$ cat src/rtl/aes_pkg.sv
// Shared AES round-datapath types and constants.
package aes_pkg;
   localparam int unsigned COL_BYTES = 4;
   localparam int unsigned IDX_W     = 2;

   typedef logic [7:0]  byte_t;
   typedef logic [31:0] col_t;
endpackage

$ cat src/rtl/column_fifo2.sv
// Two-entry 32-bit synchronous FIFO with head-of-queue output.
module column_fifo2
   import aes_pkg::*;
(
   input  logic       clk,
   input  logic       rst,
   input  logic       push,
   input  col_t       push_data,
   input  logic       pop,
   output col_t       head,
   output logic [1:0] count
);

   col_t mem [2];
   logic rd_ptr;
   logic wr_ptr;

   // When full, wr_ptr aliases rd_ptr; a same-edge push+pop overwrites the slot being popped.
   always_ff @(posedge clk) begin
      if (rst) begin
         for (int unsigned i = 0; i < 2; i++) mem[i] <= '0;
         rd_ptr <= 1'b0;
         wr_ptr <= 1'b0;
         count  <= '0;
      end else begin
         if (push) begin
            mem[wr_ptr] <= push_data;
            wr_ptr      <= ~wr_ptr;
         end
         if (pop) rd_ptr <= ~rd_ptr;
         case ({push, pop})
            2'b10:   count <= count + 2'd1;
            2'b01:   count <= count - 2'd1;
            default: count <= count;
         endcase
      end
   end

   assign head = mem[rd_ptr];

endmodule

$ cat src/rtl/addroundkey_packer.sv
// Packs mixed bytes into 32-bit columns, XORs with the round key and buffers them for a valid/ready sink.
module addroundkey_packer
   import aes_pkg::*;
#(
   parameter int unsigned BYTES_PER_COL = COL_BYTES,
   parameter int unsigned FIFO_DEPTH    = 2
) (
   input  logic        clk,
   input  logic        rst,
   input  logic        in_valid,
   input  logic [7:0]  in_data,
   output logic        in_ready,
   input  logic        key_load,
   input  logic [31:0] key_data,
   output logic        out_valid,
   output logic [31:0] out_data,
   input  logic        out_ready,
   output logic [7:0]  col_count
);

   logic [IDX_W-1:0] idx;
   logic [23:0]      col_lo;
   col_t             key;
   logic [1:0]       count;
   logic             last;
   logic             accept;
   logic             push;
   logic             pop;
   col_t             push_data;

   assign last      = (idx == IDX_W'(BYTES_PER_COL - 1));
   assign in_ready  = !last || (count < 2'(FIFO_DEPTH));
   assign accept    = in_valid && in_ready;
   assign push      = accept && last;
   assign out_valid = (count != 2'd0);
   assign pop       = out_valid && out_ready;
   assign push_data = {in_data, col_lo} ^ key;

   always_ff @(posedge clk) begin
      if (rst) begin
         idx       <= '0;
         col_lo    <= '0;
         key       <= '0;
         col_count <= '0;
      end else begin
         if (accept) begin
            if (!last) col_lo[8*idx +: 8] <= in_data;
            idx <= last ? '0 : idx + 1'b1;
         end
         if (key_load) key <= key_data;
         if (pop) col_count <= col_count + 8'd1;
      end
   end

   column_fifo2 u_fifo (
      .clk       (clk),
      .rst       (rst),
      .push      (push),
      .push_data (push_data),
      .pop       (pop),
      .head      (out_data),
      .count     (count)
   );

endmodule

$ cat config.mk
export PLATFORM = sky130hd
export DESIGN_NAME = addroundkey_packer
export DESIGN_NICKNAME = d
export VERILOG_FILES = /design/src/rtl/aes_pkg.sv /design/src/rtl/column_fifo2.sv /design/src/rtl/addroundkey_packer.sv
export SDC_FILE = /design/constraint.sdc
export NUM_CORES = 1
export LEC_CHECK = 0
export ABC_CLOCK_PERIOD_IN_PS = 3200
export CAP_MARGIN = 20
export CORE_ASPECT_RATIO = 1.5
export CORE_MARGIN = 4
export CORE_UTILIZATION = 40
export DETAILED_ROUTE_END_ITERATION = 16
export PLACE_DENSITY_LB_ADDON = 0.05
export SYNTH_ARGS = -nofsm -noshare
export SYNTH_HDL_FRONTEND = slang
export SYNTH_SLANG_ARGS = --single-unit
$ cat constraint.sdc
create_clock -name clk -period 3.2 [get_ports clk]
set_clock_uncertainty 0.15 [all_clocks]
set_input_delay 0.64 -clock clk [delete_from_list [all_inputs] [get_ports clk]]
set_output_delay 0.64 -clock clk [all_outputs]
set_load 0.1 [all_outputs]
==> After elaboration in Yosys (flattened, before gate mapping) <==
Memory sizes are Yosys's and may differ from the RTL's. A register that Yosys moved wholly into a read port is not among the register bits.
Index checks and enable logic that the tools add are counted.
W data, S select, Z words.
{ "word_totals": {"ff_bits": 70, "ram_bits": 64, "input_bits": 45, "output_inout_bits": 42, "wordCells": 45, "n_memories": 1} }
{ "mem_list": {"columns": ["name", "depth", "word_bits", "read_ports", "rd_ports_with_merged_regs", "write_ports", "line", "source"], "rows": [
  ["u_fifo.mem", 2, 32, 1, 1, 2, "column_fifo2.sv:14", "col_t mem [2];"]
]} }
{ "op_classes": {"addsub": 5, "n_lt_le_gt_ge": 1, "eq_ne": 3, "shift": 2, "muxes": 13, "n_bitwise": 4, "reduce_logical": 9} }
{ "ops": {"columns": ["operator", "count"], "rows": [
  ["$neg A5 Y34", 1],
  ["$shift A8 B34 Y24 const A", 1],
  ["$shiftx A8 B34 Y24", 1],
  ["$mux W32", 1],
  ["$reduce_or A32 Y1", 1],
  ["$xor A32 B32 Y32", 1],
  ["$bwmux W24", 1],
  ["$mux W1", 9],
  ["$add A8 B1 Y8 const B", 1],
  ["$add A2 B1 Y2 const B", 2],
  ["$eq A2 B2 Y1 const B", 2],
  ["$pmux W2 S2", 1],
  ["$reduce_bool A2 Y1", 2],
  ["$logic_and A1 B1 Y1", 3],
  ["$not A1 Y1", 3],
  ["$eq A2 B1 Y1 const B", 1],
  ["$lt A2 B2 Y1 const B", 1],
  ["$mux W2", 1],
  ["$reduce_and A2 Y1", 1],
  ["$sub A2 B1 Y2 const B", 1],
  ["$logic_not A1 Y1", 1],
  ["$logic_or A1 B1 Y1", 1]
]} }

==> Longest topological paths before layout <==
{ "depth": {"depth_word": 10, "depth_mapped": 7, "depth_no_buf": 6} }

==> By module <==
Synthesis repeated with hierarchy kept, for this count alone.
{ "unflattened": {"cells_unflattened": 535, "hier_area_um2": 5846.9} }
{ "by_module_without_submodules": {"columns": ["mod", "n_inst", "cells_each", "area_per_inst_um2", "seq_area_each_um2"], "rows": [
  ["column_fifo2", 1, 229, 3000.4, 2021.9],
  ["addroundkey_packer", 1, 306, 2846.5, 1321.3]
]} }

==> Worst setup path after synthesis <==
No wires, ideal clock.
{ "synth_path": {"path_type": "input to register", "from": "input in_valid", "to": "memory u_fifo.mem[0][0] (netlist bit), enable pin", "setup_time_ps": 428, "arrival_ps": 2602, "t_required_ps": 2622, "slack_ps": 20, "cell_stages": 3, "path_buffers": 1, "cell_sequence": "clkbuf_1 -> nand3b_1 -> o21bai_1"} }
{ "synth_rtl": {"columns": ["item", "line", "source"], "rows": [
  ["start, declared", "addroundkey_packer.sv:10", "input logic in_valid,"],
  ["end, declared", "column_fifo2.sv:14", null]
]} }

==> results.yml <==
grt:
  antenna_violations_before_repair: 0
  grt_first_pass_wirelength_mm: 19.8
  global_route.usage.total_pct: 15.9
  grt.overflow.total: 0
  first_global_vias: 3837
  grt_max_degree: 54
sta:
  final-setup-viol-count: 0
  final-max-slew-violation-count: 0
  transition_time_of_the_tightest_slew_check_pin_ps: 638
  fmaxAchievable_ghz: 0.393
  fin_crit_period_ps: 2550
  final-hold-violation-count: 0
  grt_setup_unrepaired: "no"
  worst_slew_margin_rel_pct: 57.3
  setup-tns-final_ps: 0
  worst_slack_ps: 652
  min_period_over_period_pct: 79.6
drt:
  antenna_left: 0
  wirelength_mm: 12.4
  detail_route.first_pass.iterations: 4
  wl_per_cell_um: 16.2
  viasPerCell: 5.00
  detailedRoute.firstIterationViolations: 143
  detail_route.drc_violations: 0
  dr_total_vias: 3809
yosys:
  simple_gate_share_of_the_synthesized_area_pct: 14.6
  netlist-cell-type-count: 31
  synth_top_flop_cell: "sky130_fd_sc_hd__dfxtp_1"
  ys_warn_count: 0
  synth_compound_area_share_pct: 3.97
  synth_enable_flop_cells: 64
  synth-xor-area-share_pct: 5.89
  synth-seq-area-share_pct: 59.2
  synthesis.nets: 555
  yosys.area_share.adder_pct: 1.55
  synth_top_family_by_area: "simple AND/OR/NAND/NOR gates"
  synthMuxAreaShare_pct: 12.4
  post_synth.cell_area_avg_um2: 11.2
  syn-instance-count: 503
  yosys_register_bits: 135
  synth_async_sr_flop_share_pct: 0
  synth_area_mm2: 0.00565
die:
  fp.dieArea_mm2: 0.0161
  initial_utilization_pct: 41.3
  core.rowCount: 52
  io_pins: 87
  die_x_um: 105
  floorplan.core_area_mm2: 0.0137
  die_y_um: 154
job:
  max_cap_violations: 0
place:
  hpwlAfterDp_mm: 8.33
  postPlaceCellArea_mm2: 0.00695
  portBuffers: 86
  gpl.final_weighted_congestion: 0.740
  place_worst_setup_slack_ps: 534
critical_path:
  timing.reg2reg.setup_slack_ps: 990
  timing.reg2reg.worst_path_depth: 5
  rr_endpoint: "u_fifo.count[1]$_SDFFE_PP0P_"
  reg2reg_launch_point: "idx[0]$_SDFFE_PP0N_"
  path_max_fanout: 32
  required_ps: 2410
  arrival_time_reported_for_the_critical_path_endpoint_ps: 1760
  crit_path_start_kind: "flip-flop"
  crit_path_end_kind: "output pin"
  crit_type: "reg -> out"
  critical_path.endpoint: "out_data[1]"
clocking:
  clockBufferDepth: 2
  clkSlewWorstSetupHoldPaths_ps: 60
  cts_inserted_buffers: 17
  cts-hold-fix-buffers: 0
  cts_root_buffer: "sky130_fd_sc_hd__clkbuf_16"
  worst_skew_late_latency_ps: 400
  cts_resized: 0
  depth_of_the_cts_h_tree: 4
  clock_sinks: 135
  tritoncts: "yes"
  postCtsSetupBuffers: 0
layout:
  n_antenna_cell: 0
  layout.cell_area.non_filler_mm2: 0.00757
  mostFrequentLayoutCells: "sky130_fd_sc_hd__nor2_1 (107), sky130_fd_sc_hd__dfxtp_1 (71), sky130_fd_sc_hd__edfxtp_1 (64)"
  synthToLayoutAreaGrowth_pct: 34.0
  layout.filler_cells: 1176
  post_route_cells_drive_above_1_share_pct: 15.0
  mostFrequentLayoutCell: "sky130_fd_sc_hd__nor2_1"
  finalNetCount: 639
power:
  cellPowerDensity_mw_per_mm2: 578
  fin_total_pwr_mw: 4.37
  power.ir.vdd_worst_v: 0.000343
  p_leak_nw: 2.85
hold_path:
  min_path_cells: 2
  worst_min_delay_path_category: "reg -> reg"
run_status:
  run_status: "finished, final reports clean"
stage by stage:
stage	hold WS, ps	util, %	std cells
2_1_floorplan	294	-	503
3_3_place_gp	304	50.9	730
3_5_place_dp	312	50.9	730
4_1_cts	320	55.4	762
5_1_grt	335	55.4	762
6_report	318	55.4	762
registers in the layout (all words and copies together) (netlist names), named ones only:
register and cells:
col_count 8, col_lo 24, idx 2, key 32, u_fifo.count 2, u_fifo.mem 64, u_fifo.rd_ptr 1, u_fifo.wr_ptr 1
worst max-delay path, cell delays in order, from the launching register on:
cell and delay (ps):
sky130_fd_sc_hd__dfxtp_1 310, sky130_fd_sc_hd__buf_4 400, sky130_fd_sc_hd__mux2_1 440, sky130_fd_sc_hd__buf_12 190
logic make-up (layout without fill, tap and decap cells):
| kind of cell | Yosys count | count (layout) |
|---|---|---|
| multiplexers | 66 | 66 |
| AO/OA/AOI/OAI | 39 | 39 |
| buffers and inverters | 33 | 130 |
| adder cells (fa/ha/maj) | 7 | 7 |
| flip-flops | 135 | 135 |
| AND/OR/NAND/NOR | 185 | 185 |
| XOR/XNOR | 38 | 38 |
area by class of cell:
type	count	area, um^2	share of cell area [%]
inverters	4	15.0	0.198
repair buffers	94	1220	16.1
well taps	162	203	2.68
multi-input cells	335	2170	28.7
flip-flops and latches	135	3340	44.2
clock inverters	9	82.6	1.09
clock buffers	23	532	7.03
worst min-delay path by stage:
stage / start / end / slack (ps)
2_1_floorplan: col_lo[23]$_SDFFE_PP0P_ / col_lo[23]$_SDFFE_PP0P_ / 290
3_3_place_gp: col_lo[23]$_SDFFE_PP0P_ / col_lo[23]$_SDFFE_PP0P_ / 300
3_5_place_dp: col_lo[13]$_SDFFE_PP0P_ / col_lo[13]$_SDFFE_PP0P_ / 310
4_1_cts: col_lo[12]$_SDFFE_PP0P_ / col_lo[12]$_SDFFE_PP0P_ / 320
5_1_grt: col_lo[6]$_SDFFE_PP0P_ / col_lo[6]$_SDFFE_PP0P_ / 330
6_report: col_lo[2]$_SDFFE_PP0P_ / col_lo[2]$_SDFFE_PP0P_ / 320
cells in the mapped netlist (5+ instances only):
cell,n,area share [%]
sky130_fd_sc_hd__edfxtp_1,64,34
sky130_fd_sc_hd__nand2_1,27,1.8
sky130_fd_sc_hd__xor2_1,5,0.78
sky130_fd_sc_hd__clkbuf_1,20,1.3
sky130_fd_sc_hd__dfxtp_1,71,25
sky130_fd_sc_hd__nand3_1,26,2.3
sky130_fd_sc_hd__mux2_1,30,6.0
sky130_fd_sc_hd__nor2_1,107,7.1
sky130_fd_sc_hd__mux2i_1,34,6.0
sky130_fd_sc_hd__a21oi_1,29,2.6
sky130_fd_sc_hd__xnor2_1,33,5.1
sky130_fd_sc_hd__ha_1,7,1.6
sky130_fd_sc_hd__buf_2,9,0.80
where the power goes:
part | internal (mW) | switching [mW]
Sequential | 1.87 | 0.0323
Clock | 1.25 | 0.704
Combinational | 0.205 | 0.313
routing by layer:
metal | wire length (um) | GRT usage (%) | part of all wire [%]
met1 | 4970 | 19.0 | 40
met2 | 6560 | 27.9 | 53
met3 | 709 | 4.45 | 5.7
met4 | 111 | 4.32 | 0.90
met5 | 0 | 0 | 0
No activity file was read; power rests on OpenSTA's default activity.
